**config.mk**
```make
export PLATFORM = sky130hd
export DESIGN_NAME = majority_tx_scheduler
export DESIGN_NICKNAME = d
export VERILOG_FILES = /design/src/rtl/majority_tx_scheduler.sv
export SDC_FILE = /design/constraint.sdc
export NUM_CORES = 1
export LEC_CHECK = 0
export ABC_AREA = 1
export BUFFER_PORTS_ARGS = -buffer_cell sky130_fd_sc_hd__buf_2
export CAP_MARGIN = 20
export CORE_UTILIZATION = 47
export DETAILED_ROUTE_END_ITERATION = 8
export GPL_ROUTABILITY_DRIVEN = 0
export MAX_ROUTING_LAYER = met4
export PLACE_DENSITY = 0.83
export SYNTH_ARGS = -nofsm -noshare
export SYNTH_HDL_FRONTEND = slang
export SYNTH_SLANG_ARGS = --single-unit
```
**constraint.sdc**
```tcl
create_clock -name clk -period 3.19 [get_ports clk]
set_clock_uncertainty 0.05 [all_clocks]
set_input_delay 0.638 -clock clk [delete_from_list [all_inputs] [get_ports clk]]
set_output_delay 0.638 -clock clk [all_outputs]
set_load 0.02 [all_outputs]
```
**src/rtl/majority_tx_scheduler.sv**
```systemverilog
// rtl/majority_tx_scheduler.sv - two-requester round-robin scheduler with majority-info encoder and serializer
module majority_tx_scheduler #(
  parameter bit MSB_FIRST = 1'b1
) (
  input  logic       clk,
  input  logic       rst,
  input  logic       req_a,
  input  logic       req_b,
  input  logic [6:0] data_a,
  input  logic [6:0] data_b,
  input  logic       control_a,
  input  logic       control_b,
  output logic       gnt_a,
  output logic       gnt_b,
  output logic       ser_out,
  output logic       ser_valid,
  output logic [7:0] data_out,
  output logic       src,
  output logic       busy,
  output logic       done,
  output logic [7:0] word_cnt
);

  typedef enum logic [1:0] {
    IDLE  = 2'd0,
    SHIFT = 2'd1,
    DONE  = 2'd2
  } state_t;

  state_t      state;
  state_t      state_nxt;
  logic [2:0]  bit_cnt;
  logic [7:0]  shreg;
  logic        last_grant_b;

  logic        pick_b;
  logic [6:0]  sel_data;
  logic        sel_ctrl;
  logic [2:0]  ones;
  logic        info;
  logic [7:0]  enc_word;

  // On a tie the requester that was not served last wins.
  always_comb begin
    pick_b   = req_b & (~req_a | ~last_grant_b);
    sel_data = pick_b ? data_b : data_a;
    sel_ctrl = pick_b ? control_b : control_a;
    ones     = 3'd0;
    for (int i = 0; i < 7; i++) begin
      ones = ones + {2'b00, sel_data[i]};
    end
    info     = sel_ctrl ? (ones >= 3'd4) : (ones <= 3'd3);
    enc_word = {sel_data[6:4], info, sel_data[3:0]};
  end

  always_comb begin
    state_nxt = state;
    case (state)
      IDLE:    if (req_a | req_b) state_nxt = SHIFT;
      SHIFT:   if (bit_cnt == 3'd7) state_nxt = DONE;
      DONE:    state_nxt = IDLE;
      default: state_nxt = IDLE;
    endcase
  end

  always_comb begin
    ser_valid = 1'b0;
    ser_out   = 1'b0;
    busy      = 1'b0;
    done      = 1'b0;
    if (state == SHIFT) begin
      ser_valid = 1'b1;
      ser_out   = MSB_FIRST ? shreg[7] : shreg[0];
    end
    if (state != IDLE) busy = 1'b1;
    if (state == DONE) done = 1'b1;
  end

  always_ff @(posedge clk or posedge rst) begin
    if (rst) begin
      state <= IDLE;
    end else begin
      state <= state_nxt;
    end
  end

  always_ff @(posedge clk or posedge rst) begin
    if (rst) begin
      gnt_a        <= 1'b0;
      gnt_b        <= 1'b0;
      data_out     <= 8'h00;
      src          <= 1'b0;
      shreg        <= 8'h00;
      bit_cnt      <= 3'd0;
      word_cnt     <= 8'h00;
      last_grant_b <= 1'b1;
    end else begin
      gnt_a <= 1'b0;
      gnt_b <= 1'b0;
      case (state)
        IDLE: begin
          if (req_a | req_b) begin
            gnt_a        <= ~pick_b;
            gnt_b        <= pick_b;
            last_grant_b <= pick_b;
            src          <= pick_b;
            data_out     <= enc_word;
            shreg        <= enc_word;
            bit_cnt      <= 3'd0;
          end
        end
        SHIFT: begin
          bit_cnt <= bit_cnt + 3'd1;
          shreg   <= MSB_FIRST ? {shreg[6:0], 1'b0} : {1'b0, shreg[7:1]};
          if (bit_cnt == 3'd7) word_cnt <= word_cnt + 8'd1;
        end
        default: ;
      endcase
    end
  end

endmodule

```
After elaboration in Yosys (flattened, before gate mapping)

Cells that the tools add are included.

Bits in registers: 33
Latch bits: 0
Memory bits (writable): 0
ROM bits: 0
Input bits: 20
Output and inout port bits: 23
Word-level logic and storage cells: 55
Memories kept: 0

Add/subtract/negate cells: 8
Multipliers: 0
Divide/modulo/power cells: 0
Order comparisons: 2
Equality and inequality tests: 5
Shifts and indexed selects: 0
Multiplexer cells: 18
Bitwise logic cells: 6
Reductions and logical operators: 7

Operators with widths:

| kind                  | count |
|---|---|
| $pmux W8 S2           | 1 |
| $add A3 B1 Y3         | 4 |
| $mux W1               | 10 |
| $add A8 B1 Y8 const B | 1 |
| $mux W8               | 1 |
| $reduce_and A2 Y1     | 4 |
| $mux W7               | 1 |
| $pmux W3 S2           | 1 |
| $mux W2               | 2 |
| $ne A2 B2 Y1 const B  | 2 |
| $pmux W2 S2           | 1 |
| $reduce_bool A2 Y1    | 2 |
| $add A2 B1 Y3         | 1 |
| $add A3 B1 Y3 const B | 1 |
| $eq A3 B3 Y1 const B  | 1 |
| $ge A3 B3 Y1 const B  | 1 |
| $le A3 B2 Y1 const B  | 1 |
| $mux W3               | 1 |
| $not A1 Y1            | 3 |
| $add A1 B1 Y2         | 1 |
| $eq A2 B1 Y1 const B  | 1 |
| $eq A2 B2 Y1 const B  | 1 |
| $logic_not A2 Y1      | 1 |
| $or A1 B1 Y1          | 2 |
| $and A1 B1 Y1         | 1 |

Depth between registers and ports, before layout

Gate-level depths: netlist of run 1.

Word-level depth: 14
Gate-level depth with buffers: 14
Mapped depth without buffers: 14

Least setup slack after synthesis of run 1

Ideal clock, no wire load.

Kind: input -> register
Start: input req_a
End: register data_out[4]
Library setup time: 0.119 ns
Data arrival time: 3.088 ns
Data required time: 3.021 ns
Setup slack: -0.067 ns
Stages on the path: 14
Buffers on the path: 1
Cell sequence: nand2_1 -> nand2_2 -> buf_6 -> nand2_1 -> nand2_1 -> fa_1 -> fa_1 -> inv_1 -> fa_1 -> fa_1 -> inv_1 -> nand3_1 -> nand3_1 -> nand2_1

Cells in the longest elaborated chain, start to end: 12

RTL lines:

| what                                                | RTL line | text |
|---|---|---|
| start: declaration                                  | 7        | `input logic req_a,` |
| $not A1 Y1 *                                        | 45       | `pick_b = req_b & (~req_a \| ~last_grant_b);` |
| $or A1 B1 Y1 *                                      | 45       |  |
| $and A1 B1 Y1 *                                     | 45       |  |
| $mux W7 *                                           | 46       | `sel_data = pick_b ? data_b : data_a;` |
| via sel_data[0]                                     | 37       | `logic [6:0] sel_data;` |
| $add A1 B1 Y2 *                                     | 50       | `ones = ones + {2'b00, sel_data[i]};` |
| $add A2 B1 Y3 *                                     | 50       |  |
| $add A3 B1 Y3 * (4 in a row)                        | 50       |  |
| $le A3 B2 Y1 / $ge A3 B3 Y1 (equally long branches) | 52       | `info = sel_ctrl ? (ones >= 3'd4) : (ones <= 3'd3);` |
| $mux W1 *                                           | 52       |  |
| end signal: assignment                              | 107      | `data_out <= enc_word;` |
| end: declaration                                    | 17       | `output logic [7:0] data_out,` |

The timed path passes the listed nets; every way through them passes the cells marked *.
A chain may end at the register's enable or synchronous reset.

Worst setup path after layout of run 1

Start: register last_grant_b
End: register shreg[4]

Cells in the longest elaborated chain, start to end: 14

RTL lines:

| what                                                | RTL line | text |
|---|---|---|
| start: declaration                                  | 34       | `logic last_grant_b;` |
| start signal: assignment                            | 105      | `last_grant_b <= pick_b;` |
| $not A1 Y1 *                                        | 45       |  |
| $or A1 B1 Y1 *                                      | 45       |  |
| $and A1 B1 Y1 *                                     | 45       |  |
| $mux W7 *                                           | 46       |  |
| via sel_data[1]                                     | 37       |  |
| $add A1 B1 Y2 *                                     | 50       |  |
| $add A2 B1 Y3 *                                     | 50       |  |
| $add A3 B1 Y3 * (4 in a row)                        | 50       |  |
| $le A3 B2 Y1 / $ge A3 B3 Y1 (equally long branches) | 52       |  |
| $mux W1 *                                           | 52       |  |
| $mux W8 *                                           | 102      | `if (req_a \| req_b) begin` |
| $pmux W8 S2 *                                       | 100      | `case (state)` |
| end signal: assignment                              | 108      | `shreg <= enc_word;` |
| end signal: assignment                              | 114      | `shreg <= MSB_FIRST ? {shreg[6:0], 1'b0} : {1'b0, shreg[7:1]};` |
| end: declaration                                    | 33       | `logic [7:0] shreg;` |

The timed path passes the listed nets; every way through them passes the cells marked *. The select of a mux whose other input is x is not followed.

==> impl_metrics.yaml, run 1 <==
logic_synthesis:
  synth_compound_area_share_pct: 1.138
  syn_nets: 230
  synth_xor_area_share_pct: 2.124
  synth_fa_ha_area_share_pct: 7.132
  yosys.cell_types.count: 24
  synthMuxAreaShare_pct: 0
  synth-seq-cells: 33
  avgSynthCellArea_sq_um: 8.124
  synth-simple-area-share_pct: 32.78
  synth_seq_area_share_pct: 50.15
  yosys_warnings: 0
  syn_inst: 203
  synth_top_family_by_area: "simple AND/OR/NAND/NOR gates"
  syn-cell-area_sq_um: 1649
routing:
  wl_per_cell_um: 11.22
  drc: 0
  drt_iter0_drc: 83
  via_per_inst: 4.611
  wl_mm: 3.488
  dr.pass1.iters: 4
  num_vias: 1434
  ant_nets: 0
setup_path:
  endpoint: "shreg[4]$_DFFE_PP0P_"
  path_buf_inv: 3
  crit_type: "flip-flop to flip-flop"
  cp-start-kind: "flip-flop"
  crit_path_start: "last_grant_b$_DFFE_PP1P_"
  worst_path_largest_cell_delay_ns: 0.54
  required_ns: 3.35
  cp_top_family: "adder cells"
  endpoint_kind: "flip-flop"
  crit_cells: 14
  crit_chain: "nand2_2 -> nand2_4 -> buf_4 -> nand2_1 -> nand2_2 -> fa_1 -> fa_1 -> inv_2 -> fa_2 -> fa_2 -> inv_2 -> nand3_2 -> nand3_2 -> nand2_1"
  crit_fanout: 4
  timing.rr.start: "last_grant_b$_DFFE_PP1P_"
  rr_worst_depth: 14
  rr_endpoint: "shreg[4]$_DFFE_PP0P_"
  r2r_setup_slack_ns: 0.06
  cp_slowest_cell: "dfstp_2"
  crit_arrival_ns: 3.29
grt:
  grt_pass1_wl_mm: 5.575
  grt_pass1_vias: 1325
  overflow: 0
  antenna_found_initial: 0
  grt_usage_pct: 21.66
  grt_max_degree: 34
power_and_ir_drop:
  p_leak_nw: 1.213
  p_total_mw: 1.754
  power.density_nw_per_um2: 840.5
  vdd_drop_max_uv: 478.2
sta:
  worst_slack_ns: 0.06049
  fin_setup_tns_ns: 0
  final-max-slew-violation-count: 0
  rsz0062_at_grt: "yes"
  slew_headroom_pct: 73.31
  layout_min_cycle_time_ns: 3.130
  finalHoldViolCount: 0
  fmax_mhz: 319.5
  setup_viol: 0
  fin_crit_sh_pct: 98.10
  holdWs_ns: 0.3323
  worstMarginPinSlew_ns: 0.4004
clock_tree:
  numCtsBuffers: 5
  clkLatencyLatePin_ns: 0.32
  cts.sinks: 33
  cts_max_path_buffers: 2
  h-tree-depth: 2
  clkTransAtPathRegs_ns: 0.10
  cts_root_buf: "clkbuf_4"
  cts_tree: "done"
placement:
  io_buffers: 42
  dp_cells: 298
  place_hpwl_mm: 2.588
  dp_slack_ns: -0.2105
final_layout:
  final_common_cell: "nand2_1"
  fill_cells: 295
  nNetsFinal: 291
  fin_cells: 311
  area_growth_pct: 26.56
  drive_above_1_share_pct: 31.32
  final_cell_mix: "91 x nand2_1, 42 x buf_2, 32 x dfrtp_1, 19 x inv_1, 15 x buf_4"
  antennaDiodeCount: 0
run_status:
  status: "complete, no violations"
floorplanning:
  initial_core_util_pct: 49.42
  die_area_sq_um: 3750
  io_pins: 43
  num_rows: 21
  core_area_sq_um: 3337
  die_x_um: 61.24
  die_h_um: 61.24
flow_run:
  cap_violations: 0
hold_path:
  hold_class: "input port to async pin"
==> metal layers <==
metal	global-route usage, %	part of all wire (%)	vias up	wire length, um
li1	-	-	733	-
met1	26.33	42	665	1475
met2	35.25	52	32	1810
met3	5.042	4.6	4	160
met4	7.792	1.2	0	42
met5	-	0	-	0
==> kinds of logic after synthesis <==
logic type	after synthesis
compound gates	3
xor+xnor	4
fa+ha+maj	7
buf+inv	26
flops	33
simple gates	130
==> Yosys cell counts <==
library cell	count	share of area (%)
nor2_1	10	2.3
nand3_2	1	0.61
nand3b_1	2	0.91
buf_6	1	0.68
dfrtp_1	32	49
nand2_1	96	22
nand3_1	15	4.6
nor2_2	1	0.38
buf_2	1	0.30
nand4_1	1	0.38
nor2_4	1	0.68
o21ai_2	1	0.53
buf_4	1	0.46
a21oi_1	1	0.30
nand2_2	1	0.38
dfstp_2	1	1.6
xor2_1	2	1.1
inv_2	1	0.23
o21ai_0	1	0.30
fa_1	4	4.9
inv_1	22	5.0
xnor2_1	2	1.1
or2_2	2	0.76
ha_1	3	2.3
==> power by group <==
| group | switching [mW] | internal, mW | total, mW | leakage (nW) |
|---|---|---|---|---|
| registers | 0.107 | 0.591 | 0.697 | 0.416 |
| logic | 0.534 | 0.306 | 0.840 | 0.770 |
| clock network | 0.129 | 0.0879 | 0.216 | 0.0265 |
==> metrics by stage <==
step           utilization [%]  instance area [sq um]
2_1_floorplan                -                   1654
3_3_place_gp             59.13                   1973
3_5_place_dp             59.13                   1973
4_1_cts                  60.59                   2022
5_1_grt                  62.54                   2087
6_report                 62.54                   2087
==> repair_timing <==
| action | CTS | global route |
|---|---|---|
| setup buffers | 0 | 5 |
| endpoints found under the setup margin | 0 | 2 |
| gates resized for setup | 0 | 11 |
| hold buffers | 0 | 0 |
==> flip-flops by register name (all words and copies together), names as in the netlist, 2 cells and up <==
register	flops
data_out	8
shreg	8
word_cnt	8
bit_cnt	3
state	2
==> worst min path at each step <==
stage / startpoint / end / slack, ns / cells past startpoint
floorplan: bit_cnt[1]$_DFFE_PP0P_ / bit_cnt[1]$_DFFE_PP0P_ / 0.40 / 2
global placement: data_out[1]$_DFFE_PP0P_ / data_out[1]$_DFFE_PP0P_ / 0.41 / 2
detailed placement: last_grant_b$_DFFE_PP1P_ / last_grant_b$_DFFE_PP1P_ / 0.41 / 2
CTS: rst / word_cnt[2]$_DFFE_PP0P_ / 0.34 / 3
global route: rst / shreg[1]$_DFFE_PP0P_ / 0.36 / 3
finish: rst / word_cnt[5]$_DFFE_PP0P_ / 0.33 / 3
==> worst register-to-register path: stages (launching register included) <==
cell and delay, ns:
dfstp_2 0.54, nand2_2 0.08, nand2_4 0.09, buf_4 0.12, nand2_1 0.06, nand2_2 0.08
fa_1 0.44, fa_1 0.51, inv_2 0.04, fa_2 0.36, fa_2 0.39, inv_2 0.07
nand3_2 0.07, nand3_2 0.07, nand2_1 0.05
==> cell type report <==
| type | count | area (sq um) | share of cell area, % |
|---|---|---|---|
| Sequential cell | 33 | 827.0 | 39.63 |
| Inverter | 23 | 86.33 | 4.137 |
| Timing Repair Buffer | 57 | 322.8 | 15.47 |
| Tap cell | 46 | 57.56 | 2.758 |
| Clock buffer | 8 | 48.80 | 2.338 |
| Multi-Input combinational cell | 144 | 744.5 | 35.67 |
No activity file was read; power rests on OpenSTA's default activity.
==> run 2: changes to the inputs <==
--- a/config.mk
+++ b/config.mk
@@ -6,13 +6,13 @@
 export NUM_CORES = 1
 export LEC_CHECK = 0
 export ABC_AREA = 1
-export BUFFER_PORTS_ARGS = -buffer_cell sky130_fd_sc_hd__buf_2
 export CAP_MARGIN = 20
-export CORE_UTILIZATION = 47
+export CORE_UTILIZATION = 56
 export DETAILED_ROUTE_END_ITERATION = 8
+export DONT_BUFFER_PORTS = 1
 export GPL_ROUTABILITY_DRIVEN = 0
 export MAX_ROUTING_LAYER = met4
-export PLACE_DENSITY = 0.83
+export PLACE_DENSITY = 0.82
 export SYNTH_ARGS = -nofsm -noshare
 export SYNTH_HDL_FRONTEND = slang
 export SYNTH_SLANG_ARGS = --single-unit
==> run 2 against run 1 <==
  * Via count decreased by 12%
  * Register-to-register slack improved by 0.05 ns
  * Design area is 12% lower
  * Critical path type unchanged
  * Critical endpoint unchanged
==> impl_metrics.yaml, run 2 (same netlist as run 1, synthesis figures left out) <==
grt:
  overflow: 0
  grt_use_met2_pct: 38.10
  grt_pass1_vias: 1333
  grt_max_degree: 34
  met3_usage_pct: 7.143
  grt_util_met1_pct: 27.50
  antenna_found_initial: 0
  busiest_layer: "met2"
  grt_usage_pct: 23.55
  grt_pass1_wl_mm: 5.464
final_layout:
  final_area_sq_um: 1842
  antennaDiodeCount: 0
  nNetsFinal: 241
  fill_cells: 225
  multi_input_area_sq_um: 749.5
  area_growth_pct: 11.68
  final_cell_mix: "89 x nand2_1, 32 x dfrtp_1, 19 x inv_1, 13 x nand3_1, 10 x nor2_1"
  reg.largest.list: "data_out x8, shreg x8, word_cnt x8"
  final_common_cell: "nand2_1"
  regArea_sq_um: 827.0
  drive_above_1_share_pct: 17.21
  fin_util_pct: 66.22
clock_tree:
  cts_max_path_buffers: 2
  h-tree-depth: 2
  cts_tree: "done"
  post_cts_buffers: 0
  cts_root_buf: "clkbuf_4"
  clkLatencyLatePin_ns: 0.33
  numCtsBuffers: 5
  clkTransAtPathRegs_ns: 0.10
  cts.sinks: 33
power_and_ir_drop:
  power.density_nw_per_um2: 932.4
  p_leak_nw: 1.012
  vdd_drop_max_uv: 678.6
sta:
  slew_headroom_pct: 69.86
  rsz0062_at_grt: "yes"
  fmax_mhz: 324.2
  layout_min_cycle_time_ns: 3.084
  fin_setup_tns_ns: 0
  worstMarginPinSlew_ns: 0.4516
  fin_crit_sh_pct: 96.69
  final-max-slew-violation-count: 0
  setup_viol: 0
  finalHoldViolCount: 0
routing:
  drc: 0
  drt_iter0_drc: 43
  wl_per_cell_um: 12.39
  dr.pass1.iters: 4
  ant_nets: 0
  num_vias: 1264
  via_per_inst: 5.138
  wl_mm: 3.047
floorplanning:
  num_rows: 19
  core_area_sq_um: 2781
  die_h_um: 56.27
  initial_core_util_pct: 59.29
  die_x_um: 56.27
  io_pins: 43
  die_area_sq_um: 3166
setup_path:
  crit_type: "flip-flop to flip-flop"
  crit_fanout: 6
  crit_arrival_ns: 3.26
  required_ns: 3.37
  endpoint_kind: "flip-flop"
  cp-start-kind: "flip-flop"
placement:
  dpl_cell_area_sq_um: 1722
  place_hpwl_mm: 2.218
  io_buffers: 0
hold_path:
  hold_class: "input port to async pin"
flow_run:
  cap_violations: 0
run_status:
  status: "complete, no violations"
run 2: worst paths after layout:
kind                                     startpoint                  endpoint  slack [ns]  cells past startpoint
setup / recovery           last_grant_b$_DFFE_PP1P_      shreg[4]$_DFFE_PP0P_        0.11                     14
max in group asynchronous                       rst  last_grant_b$_DFFE_PP1P_        2.56                      2
hold / removal                                  rst   word_cnt[3]$_DFFE_PP0P_        0.21                      2
setup reg to reg           last_grant_b$_DFFE_PP1P_      shreg[4]$_DFFE_PP0P_        0.11                     14
hold reg to reg              bit_cnt[0]$_DFFE_PP0P_    bit_cnt[0]$_DFFE_PP0P_        0.43                      1
min in group clk             bit_cnt[0]$_DFFE_PP0P_    bit_cnt[0]$_DFFE_PP0P_        0.43                      1
run 2: critical path: stages, from the launching register on:
cell     delay, ns
dfstp_2       0.55
nand2_2       0.07
nand2_4       0.11
inv_4         0.05
nand2_2       0.07
nand2_2       0.07
fa_1          0.50
fa_1          0.51
inv_2         0.04
fa_2          0.36
fa_2          0.37
inv_2         0.06
nand3_2       0.06
nand3_2       0.07
nand2_1       0.05
run 2: routing by layer:
metal	up-vias	part of all wire, %
li1	633	-
met1	588	46
met2	35	47
met3	8	4.7
met4	0	2.5
met5	-	0
run 2: timing repair:
action,CTS,global route
setup endpoints to repair,0,2
gates resized for setup,0,14
hold buffers,0,0
run 2: per-stage QoR:
step                      worst slack [ns]  std cells  hold slack [ns]  total power, mW
after global placement             0.01648        238           0.4082            1.360
after CTS                          0.02534        246           0.2203            1.710
after floorplan                    0.01648        203           0.3959            1.252
final                               0.1057        246           0.2080            1.717
after global routing             -0.009436        246           0.2365            1.873
after detailed placement          -0.06997        238           0.4170            1.383
run 2: area by class of cell:
cell class                      instances  area share (%)
Clock inverter                          1           1.630
Inverter                               23           4.823
Timing Repair Buffer                    7           2.853
Multi-Input combinational cell        144           40.69
Clock buffer                            7           2.989
Tap cell                               31           2.106
Sequential cell                        33           44.90
run 2: report_power, final:
part           total, mW  internal (mW)  switching (mW)
Clock              0.321          0.187           0.134
Sequential         0.814          0.590           0.224
Combinational      0.583          0.209           0.374
Total               1.72          0.986           0.731
==> run 3: changes to the inputs <==
--- a/config.mk
+++ b/config.mk
@@ -6,13 +6,14 @@
 export NUM_CORES = 1
 export LEC_CHECK = 0
 export ABC_AREA = 1
-export CAP_MARGIN = 20
+export CAP_MARGIN = 10
 export CORE_UTILIZATION = 56
 export DETAILED_ROUTE_END_ITERATION = 8
 export DONT_BUFFER_PORTS = 1
 export GPL_ROUTABILITY_DRIVEN = 0
 export MAX_ROUTING_LAYER = met4
 export PLACE_DENSITY = 0.82
+export REMOVE_ABC_BUFFERS = 1
 export SYNTH_ARGS = -nofsm -noshare
 export SYNTH_HDL_FRONTEND = slang
 export SYNTH_SLANG_ARGS = --single-unit
==> run 3 against run 2 <==
  * First-iteration DRC count grew 47%
  * Highest routed layer unchanged
  * Non-clock buffer count grew 3
  * Maximum frequency shrank 1.2%
  * Critical path type unchanged
==> impl_metrics.yaml, run 3 (same netlist as run 1, synthesis figures left out) <==
sta:
  final-max-slew-violation-count: 0
  finalHoldViolCount: 0
  fin_crit_sh_pct: 97.90
  slew_headroom_pct: 60.39
  setup_viol: 0
  layout_min_cycle_time_ns: 3.123
  fmax_mhz: 320.2
  worstMarginPinSlew_ns: 0.5941
  holdWs_ns: 0.2139
final_layout:
  drive_above_1_share_pct: 15.14
  area_growth_pct: 10.24
  nNetsFinal: 244
  fin_cells: 249
  final_cell_mix: "92 x nand2_1, 32 x dfrtp_1, 21 x inv_1, 14 x nand3_1"
  reg.largest.list: "data_out x8, shreg x8, word_cnt x8"
  antennaDiodeCount: 0
  final_common_cell: "nand2_1"
power_and_ir_drop:
  p_leak_nw: 1.010
  switchingPower_mw: 0.7333
  power.density_nw_per_um2: 901.9
  power_frac_comb_pct: 35.5
  vdd_drop_max_uv: 609.5
  p_int_mw: 0.9064
  switching_share_pct: 44.72
  seqPwrFrac_pct: 49.8
  pwr-share-clk_pct: 14.7
placement:
  place_hpwl_mm: 2.228
  dp_cells: 238
  io_buffers: 0
routing:
  dr_wl_met3_um: 157
  drt_iter0_drc: 63
  wl_per_cell_um: 12.53
  wl_met2_mm: 1.560
  num_vias: 1273
  wl_mm: 3.121
  wl_met1_mm: 1.346
  drc: 0
  dr.pass1.iters: 4
  top_layer: "met4"
  ant_nets: 0
  via_per_inst: 5.112
clock_tree:
  h-tree-depth: 2
  cts_root_buf: "clkbuf_4"
  cts.sinks: 33
  cts_tree: "done"
  cts_max_path_buffers: 2
  cts_hold_buffers: 0
  clkTransAtPathRegs_ns: 0.10
  numCtsBuffers: 5
  clkLatencyLatePin_ns: 0.33
floorplanning:
  die_area_sq_um: 3166
  die_h_um: 56.27
  core_area_sq_um: 2781
  io_pins: 43
  num_rows: 19
  die_x_um: 56.27
  initial_core_util_pct: 59.29
grt:
  overflow: 0
  antenna_found_initial: 0
  grt_max_degree: 34
  grt_pass1_vias: 1237
  grt_pass1_wl_mm: 5.319
  grt_usage_pct: 22.97
setup_path:
  crit_fanout: 4
  rr_worst_depth: 14
  cp-start-kind: "flip-flop"
  rr_endpoint: "shreg[4]$_DFFE_PP0P_"
  timing.rr.start: "last_grant_b$_DFFE_PP1P_"
  endpoint_kind: "flip-flop"
  r2r_setup_slack_ns: 0.07
  crit_type: "flip-flop to flip-flop"
  required_ns: 3.36
  crit_arrival_ns: 3.29
hold_path:
  hold_class: "input port to async pin"
flow_run:
  cap_violations: 0
run_status:
  status: "complete, no violations"
[run 3: cell count changes in the layout (fill, tap and decap cells not counted), sizes merged]
cell and change:
buf +3, bufinv -1, clkbuf +1
[run 3: worst max path at each step]
stage                                  start                       to  slack (ns)  cells after the start
finish              last_grant_b$_DFFE_PP1P_     shreg[4]$_DFFE_PP0P_        0.07                     14
global route        last_grant_b$_DFFE_PP1P_     shreg[4]$_DFFE_PP0P_       -0.04                     14
CTS                 last_grant_b$_DFFE_PP1P_     shreg[4]$_DFFE_PP0P_        0.05                     14
detailed placement                     req_a     shreg[4]$_DFFE_PP0P_       -0.16                     14
global placement                       req_a     shreg[4]$_DFFE_PP0P_       -0.07                     14
floorplan                              req_a  data_out[4]$_DFFE_PP0P_       -0.13                     14
[run 3: area by class of cell]
| cell class | instances | area (sq um) |
|---|---|---|
| Multi-Input combinational cell | 144 | 732.0 |
| Fill cell | 231 | 963.4 |
| Tap cell | 31 | 38.79 |
| Clock buffer | 8 | 58.81 |
| Inverter | 23 | 86.33 |
| Timing Repair Buffer | 10 | 75.07 |
| Sequential cell | 33 | 827.0 |
[run 3: repair_timing]
action                                  in CTS  in global routing
pin swaps                                    2                  3
resized for setup                            2                  6
endpoints found under the setup margin       2                  2
cloned                                       0                  0
buffers inserted                             2                  1
[run 3: power groups by stage]
stage / sequential [mW] / combinational, mW / clock [mW]
after floorplan: 0.790 / 0.439 / 0
after global placement: 0.815 / 0.539 / 0
after detailed placement: 0.823 / 0.561 / 0
after CTS: 0.817 / 0.572 / 0.245
after global routing: 0.838 / 0.669 / 0.264
final: 0.817 / 0.582 / 0.240
[run 3: routing by layer]
layer | vias up | track usage (%)
li1 | 645 | -
met1 | 587 | 27.77
met2 | 34 | 35.88
met3 | 7 | 6.452
met4 | 0 | 10.80
met5 | - | -
[run 3: through the flow]
| stage | setup TNS (ns) | util, % | total power [mW] | area [sq um] | worst slack, ns |
|---|---|---|---|---|---|
| after detailed placement | -0.3247 | 61.72 | 1.384 | 1717 | -0.1630 |
| after global routing | -0.08588 | 65.36 | 1.770 | 1818 | -0.04352 |
| after CTS | 0 | 64.55 | 1.634 | 1795 | 0.05478 |
| final | 0 | 65.36 | 1.640 | 1818 | 0.06693 |
| after floorplan | -0.2519 | - | 1.229 | 1625 | -0.1260 |
| after global placement | -0.1424 | 61.72 | 1.354 | 1717 | -0.07203 |
[run 3: critical path: stages (launching register included)]
cell and delay, ns:
dfstp_2 0.55, nand2_2 0.06, nand2_2 0.10, inv_2 0.06, nand2_1 0.07, nand2_2 0.07, fa_1 0.50, fa_1 0.51
inv_1 0.05, fa_2 0.34, fa_2 0.34, inv_1 0.08, nand3_1 0.10, nand3_2 0.08, nand2_1 0.05
